--- src/rtl/mem_arbiter_if.sv ---
// ---------------------------------------------------------------------------
// mem_arbiter_if
//
// Bundles the instruction-cache, data-cache and RAM signals seen by the
// memory arbiter.
//
// Handshake semantics (applies to both requester sides):
//   A requester raises iREN (or dREN/dWEN) and holds it, together with its
//   address/data, until it sees its wait signal low for one cycle. Wait low
//   means the transfer completed in that cycle and iload/dload carry the
//   read data. Dropping the request before wait goes low abandons the
//   access. The RAM completes the current strobe in any cycle where
//   ramready is high.
//
// Modports:
//   slave  - used by the arbiter (answers cache requests, drives the RAM)
//   master - used by the environment (caches and RAM model)
// ---------------------------------------------------------------------------
interface mem_arbiter_if #(
  parameter int ADDR_W = 32
);
  // Instruction-cache side
  logic              iREN;
  logic [ADDR_W-1:0] iaddr;
  logic              iwait;
  logic [ADDR_W-1:0] iload;

  // Data-cache side
  logic              dREN;
  logic              dWEN;
  logic [ADDR_W-1:0] daddr;
  logic [ADDR_W-1:0] dstore;
  logic              dwait;
  logic [ADDR_W-1:0] dload;

  // RAM side
  logic              ramREN;
  logic              ramWEN;
  logic [ADDR_W-1:0] ramaddr;
  logic [ADDR_W-1:0] ramstore;
  logic [ADDR_W-1:0] ramload;
  logic              ramready;

  modport slave (
    input  iREN, iaddr,
    output iwait, iload,
    input  dREN, dWEN, daddr, dstore,
    output dwait, dload,
    output ramREN, ramWEN, ramaddr, ramstore,
    input  ramload, ramready
  );

  modport master (
    output iREN, iaddr,
    input  iwait, iload,
    output dREN, dWEN, daddr, dstore,
    input  dwait, dload,
    input  ramREN, ramWEN, ramaddr, ramstore,
    output ramload, ramready
  );
endinterface

--- src/rtl/mem_arbiter.sv ---
// ---------------------------------------------------------------------------
// mem_arbiter
//
// Merges instruction-cache and data-cache traffic onto a single-ported RAM,
// one transaction at a time. The data side wins by default; a saturating
// starvation counter forces an instruction grant once the instruction side
// has been kept waiting STARVE_LIMIT cycles.
//
// Ports:
//   CLK          - system clock, rising edge
//   nRST         - synchronous active-low reset
//   bus          - mem_arbiter_if.slave: cache request/response + RAM signals
//   state_dbg    - current FSM state (0 IDLE, 1 SERVE_I, 2 SERVE_D)
//   starve_count - current starvation counter value
//
// Timing: a grant is taken from the state register, so a request first
// seen in IDLE drives the RAM on the following cycle. Every transaction is
// followed by at least one IDLE cycle.
// ---------------------------------------------------------------------------
module mem_arbiter #(
  parameter int ADDR_W       = 32,
  parameter int STARVE_LIMIT = 4
) (
  input  logic        CLK,
  input  logic        nRST,
  mem_arbiter_if.slave bus,
  output logic [1:0]  state_dbg,
  output logic [3:0]  starve_count
);

  typedef enum logic [1:0] {
    IDLE    = 2'd0,
    SERVE_I = 2'd1,
    SERVE_D = 2'd2
  } state_t;

  localparam logic [3:0]        LIMIT     = 4'(STARVE_LIMIT);
  localparam logic [3:0]        CNT_MAX   = 4'hF;
  localparam logic [ADDR_W-1:0] ZERO_WORD = '0;

  state_t     state;
  state_t     state_next;
  logic [3:0] cnt;
  logic [3:0] cnt_next;
  logic       starve;
  logic       d_req;

  assign d_req  = bus.dREN | bus.dWEN;
  assign starve = (cnt >= LIMIT);

  // Read data is a straight copy of the RAM bus; the wait signals qualify it.
  assign bus.iload = bus.ramload;
  assign bus.dload = bus.ramload;

  assign state_dbg    = state;
  assign starve_count = cnt;

  // -------------------------------------------------------------------------
  // State and counter registers
  // -------------------------------------------------------------------------
  always_ff @(posedge CLK) begin
    if (!nRST) begin
      state <= IDLE;
      cnt   <= 4'd0;
    end else begin
      state <= state_next;
      cnt   <= cnt_next;
    end
  end

  // -------------------------------------------------------------------------
  // Starvation counter: counts cycles the instruction side is requesting but
  // not granted. While SERVE_I is in flight it holds its value, and it
  // clears once the instruction access completes or the request goes away.
  // -------------------------------------------------------------------------
  always_comb begin
    cnt_next = cnt;
    if (!bus.iREN) begin
      cnt_next = 4'd0;
    end else if (state == SERVE_I) begin
      if (bus.ramready) begin
        cnt_next = 4'd0;
      end
    end else if (cnt != CNT_MAX) begin
      cnt_next = cnt + 4'd1;
    end
  end

  // -------------------------------------------------------------------------
  // Next state and outputs
  // -------------------------------------------------------------------------
  always_comb begin
    state_next   = state;
    bus.iwait    = 1'b1;
    bus.dwait    = 1'b1;
    bus.ramREN   = 1'b0;
    bus.ramWEN   = 1'b0;
    bus.ramaddr  = ZERO_WORD;
    bus.ramstore = ZERO_WORD;

    unique case (state)
      IDLE: begin
        // starve only matters here; it never preempts a data access
        if (starve && bus.iREN) begin
          state_next = SERVE_I;
        end else if (d_req) begin
          state_next = SERVE_D;
        end else if (bus.iREN) begin
          state_next = SERVE_I;
        end
      end

      SERVE_I: begin
        if (!bus.iREN) begin
          // requester abandoned the fetch: no strobe, no completion
          state_next = IDLE;
        end else begin
          bus.ramREN  = 1'b1;
          bus.ramaddr = bus.iaddr;
          if (bus.ramready) begin
            bus.iwait  = 1'b0;
            state_next = IDLE;
          end
        end
      end

      SERVE_D: begin
        if (!d_req) begin
          state_next = IDLE;
        end else begin
          bus.ramaddr  = bus.daddr;
          bus.ramstore = bus.dstore;
          // write takes precedence when both enables are high
          if (bus.dWEN) begin
            bus.ramWEN = 1'b1;
          end else begin
            bus.ramREN = 1'b1;
          end
          if (bus.ramready) begin
            bus.dwait  = 1'b0;
            state_next = IDLE;
          end
        end
      end

      default: begin
        state_next = IDLE;
      end
    endcase
  end

endmodule

--- src/flat_wrapper.sv ---
// flat-port wrapper written by rule: the top's interface ports become plain ports
module mem_arbiter_flat 
#(
  parameter int ADDR_W       = 32,
  parameter int STARVE_LIMIT = 4
)
  (CLK, nRST, state_dbg, starve_count, bus_iREN, bus_iaddr, bus_iwait, bus_iload, bus_dREN, bus_dWEN, bus_daddr, bus_dstore, bus_dwait, bus_dload, bus_ramREN, bus_ramWEN, bus_ramaddr, bus_ramstore, bus_ramload, bus_ramready);
  mem_arbiter_if #(.ADDR_W(ADDR_W)) bus_i ();
  input  logic CLK;
  input  logic nRST;
  output logic [1:0] state_dbg;
  output logic [3:0] starve_count;
  input wire logic [$bits(bus_i.iREN)-1:0] bus_iREN;
  input wire logic [$bits(bus_i.iaddr)-1:0] bus_iaddr;
  output wire logic [$bits(bus_i.iwait)-1:0] bus_iwait;
  output wire logic [$bits(bus_i.iload)-1:0] bus_iload;
  input wire logic [$bits(bus_i.dREN)-1:0] bus_dREN;
  input wire logic [$bits(bus_i.dWEN)-1:0] bus_dWEN;
  input wire logic [$bits(bus_i.daddr)-1:0] bus_daddr;
  input wire logic [$bits(bus_i.dstore)-1:0] bus_dstore;
  output wire logic [$bits(bus_i.dwait)-1:0] bus_dwait;
  output wire logic [$bits(bus_i.dload)-1:0] bus_dload;
  output wire logic [$bits(bus_i.ramREN)-1:0] bus_ramREN;
  output wire logic [$bits(bus_i.ramWEN)-1:0] bus_ramWEN;
  output wire logic [$bits(bus_i.ramaddr)-1:0] bus_ramaddr;
  output wire logic [$bits(bus_i.ramstore)-1:0] bus_ramstore;
  input wire logic [$bits(bus_i.ramload)-1:0] bus_ramload;
  input wire logic [$bits(bus_i.ramready)-1:0] bus_ramready;
  assign bus_i.iREN = bus_iREN;
  assign bus_i.iaddr = bus_iaddr;
  assign bus_iwait = bus_i.iwait;
  assign bus_iload = bus_i.iload;
  assign bus_i.dREN = bus_dREN;
  assign bus_i.dWEN = bus_dWEN;
  assign bus_i.daddr = bus_daddr;
  assign bus_i.dstore = bus_dstore;
  assign bus_dwait = bus_i.dwait;
  assign bus_dload = bus_i.dload;
  assign bus_ramREN = bus_i.ramREN;
  assign bus_ramWEN = bus_i.ramWEN;
  assign bus_ramaddr = bus_i.ramaddr;
  assign bus_ramstore = bus_i.ramstore;
  assign bus_i.ramload = bus_ramload;
  assign bus_i.ramready = bus_ramready;
  mem_arbiter #(.ADDR_W(ADDR_W), .STARVE_LIMIT(STARVE_LIMIT)) u_core (.CLK(CLK), .nRST(nRST), .bus(bus_i), .state_dbg(state_dbg), .starve_count(starve_count));
endmodule
--- config.mk ---
export PLATFORM = sky130hd
export DESIGN_NAME = mem_arbiter_flat
export DESIGN_NICKNAME = d
export VERILOG_FILES = /design/src/rtl/mem_arbiter_if.sv /design/src/rtl/mem_arbiter.sv /design/src/flat_wrapper.sv
export SDC_FILE = /design/constraint.sdc
export NUM_CORES = 1
export LEC_CHECK = 0
export CORE_AREA = 5 5 103 105
export DETAILED_ROUTE_END_ITERATION = 6
export DIE_AREA = 0 0 108 110
export PLACE_DENSITY = 0.67
export SYNTH_ARGS = -nofsm -noshare
export SYNTH_HDL_FRONTEND = slang
export SYNTH_SLANG_ARGS = --single-unit
--- constraint.sdc ---
create_clock -name CLK -period 6 [get_ports CLK]
set_clock_uncertainty 0.05 [all_clocks]
set_input_delay 1.8 -clock CLK [delete_from_list [all_inputs] [get_ports CLK]]
set_output_delay 1.8 -clock CLK [all_outputs]
set_load 0.05 [all_outputs]
==> impl_results.md <==
- Synth Area in XOR/XNOR: 0%
- CTS buffer count: 3
- Starting Density: between 10% and 20%
- Crit path buffers/inverters: 2
- Length of the first detailed-routing pass in iterations: 4
- Routed len/inst: approximately 16 um
- Critical path's top delay family: buffers and inverters
- CP Depth: 4
- Syn Nets: between 300 and 400
- Die W: 108 um
- Synthesis-to-finish area growth: 126%
- DRC Markers: 0
- Fmax: between 150 and 200 MHz
- First-pass GRT wire length: 10600 um
- Final Hold Viols: 0
- Tot GR Track Use: about 11%
- Core ar.: around 0.0095 sq mm
- DP Worst Slack: 500 ps
- Vert. Die Dim: approximately 110 um
- CTS H-Tree Depth: 1
- Worst setup margin: around 530 ps
- Setup bufs post-CTS: 0
- Share of cells above drive strength 1: a little under a quarter
- GP Congestion: 0.721
- Worst Hold Depth: 2
- IO Pins: 272
- Crit path top cell by count: clkdlybuf4s50_1
- Worst slew pin tran: between 800 and 900 ps
- Final nets: between 400 and 500
- Fin crit period: ~5500 ps
- Most common cell after layout, fill and taps aside: clkdlybuf4s50_1
- Main combinational cell family by area after synthesis: buffers and inverters
- Vias in the first global route: between 2000 and 2500
- Most frequent cells in the layout: clkdlybuf4s50_1, buf_12, and2_1
- Worst Hold Slack: about 460 ps
- Final WL: about 7600 um
- CP max-delay cell: clkdlybuf4s50_1
- Reg clk slew, reported paths: 40 ps
- Max VDD drop: 66.7 uV
- Clk Latency, worst-skew pair: roughly 230 ps
- Synth warnings: 0
- Power Density: between 100 and 150 mW/mm^2
- FF+latch count, synth: 6
- Slew HR: a little under half
- Largest net degree at the start of global routing: 35
- DRT antenna net count: 0
- Status: finished, final reports clean
- CP endpoint kind: primary output
- Crit path cell chain: clkdlybuf4s50_1 -> and2_2 -> nand2_1 -> clkdlybuf4s50_1
- Clock sink count: 6
- Startpoint Class: input port
- CTS tree: done
- Initial antenna violation count: 0
- CTS Root Cell: clkbuf_8
- Max-slew violation count: 0
- R2R depth: 5
- Critical path required time: between 4000 and 5000 ps
- Yosys cell types: 32
- # hold bufs at CTS: 0
- Port buffer count: 175
- Hold WC Path Type: reg -> reg
- Simple-Gate Fraction of Synth Area: between 30% and 40%
- Slowest stage delay, CP: around 720 ps
- Critical path peak fanout: 11
- Setup TNS: 0 ps
- Post-layout util: between 30% and 40%
- Clock buffer depth: 2
- Pleak: around 1.4 nW
- Synth Area in Adders: under 10%
- Compound-Gate Fraction of Synth Area: between 20% and 30%
- Site Rows: 36
- Syn Area/Cell: a little over 7 sq um
- CP Class: in -> out
- RSZ-0062 raised after global routing: no
- Max cap viols: 0
- Detailed Place HPWL: roughly 6700 um
- Die area: ~0.012 sq mm
- Post-Syn Instances: roughly 230
- Sequential area share after synthesis: under 10%
- Total grt overflow: 0
- First DRT Iteration DRCs: 117
- Via count: around 2000
- Mux cell area share after synthesis: under 10%
- Mapped Area: 0.00166 sq mm
- Final Setup Violations: 0
- Final period util: 91.1%
- N_diodes: 0
- Routed vias/inst: between 4 and 5
- Post_cts resized: 0
- WP data arrival: approximately 3600 ps
[cell families (layout without fill, tap and decap cells)]
kind of cell,count (synthesis),after routing
buffers and inverters,84,187
and+or+nand+nor,80,80
AOI/OAI and AO/OA,50,50
adders and majority gates,6,6
DFF,6,6
muxes,2,2
[synth_stat cells]
cell      instances  area, sq um
and3b_1           1         8.76
o211ai_1          2         15.0
o21ai_0           4         20.0
dfxtp_1           6          120
buf_2             2         10.0
and2_1           33          206
buf_1             1         3.75
ha_1              6         75.1
and4b_1           1         10.0
clkbuf_1         11         41.3
nand2_1           2         7.51
nand3_1           2         10.0
nor2_1            1         3.75
a21oi_1           2         10.0
o21a_1            4         30.0
a31oi_1           1         6.26
inv_1             6         22.5
mux2i_1           1         10.0
a22oi_1          32          240
o211a_1           2         20.0
nor3_1            2         10.0
or4b_4            1         13.8
nand4_1           1         6.26
a211oi_2          1         12.5
and2_2            1         7.51
nor4bb_1          1         10.0
buf_4            64          480
mux2_4            1         15.0
nand4b_1          2         17.5
a211oi_1          1         7.51
o22ai_1           1         6.26
nor2b_1          32          200
[worst min-delay path, cell delays in order, from the launching register on]
cell and delay (ps):
dfxtp_1 330, nand3_1 70, o21ai_0 60
[per-stage QoR]
| stage | power [mW] | cell area, sq um | instances |
|---|---|---|---|
| 3_5_place_dp | 0.386 | 3710 | 461 |
| 4_1_cts | 0.449 | 3750 | 464 |
| 2_1_floorplan | 0.311 | 1660 | 228 |
| 5_1_grt | 0.463 | 3750 | 464 |
| 3_3_place_gp | 0.383 | 3710 | 461 |
| 6_report | 0.442 | 3750 | 464 |
[worst paths after layout]
kind	startpoint	to	slack, ps
worst min-delay path	u_core.starve_count[1]	u_core.starve_count[1]	460
worst min register to register	u_core.starve_count[1]	u_core.starve_count[1]	460
worst max-delay path	bus_iREN	bus_iwait	530
worst max register to register	u_core.state_dbg[1]	u_core.state_dbg[0]	4160
[layer usage]
| layer | wire length, um | track usage (%) | vias up | part of all wire [%] |
|---|---|---|---|---|
| met4 | 201 | 3.88 | 0 | 2.7 |
| met1 | 2150 | 9.30 | 867 | 28 |
| met2 | 4100 | 23.3 | 168 | 54 |
| met3 | 1130 | 5.65 | 22 | 15 |
| met5 | 0 | 0 | - | 0 |
| li1 | - | - | 920 | - |
[report_power, final]
part | switching, mW | internal [mW]
sequential | 0.00272 | 0.0421
combinational | 0.160 | 0.175
clock | 0.0182 | 0.0432
[sequential cells by signal, summed over array words and instances (netlist names)]
register and flops:
u_core.starve_count 4, u_core.state_dbg 2
[area by class of cell]
class | instances | area [sq um]
sequential | 6 | 120
multi-input combinational | 138 | 980
clock buffer | 3 | 41.3
fill | 935 | 5800
inverter | 6 | 22.5
timing repair buffer | 178 | 2420
tap | 133 | 166
No activity file was read; power rests on OpenSTA's default activity.
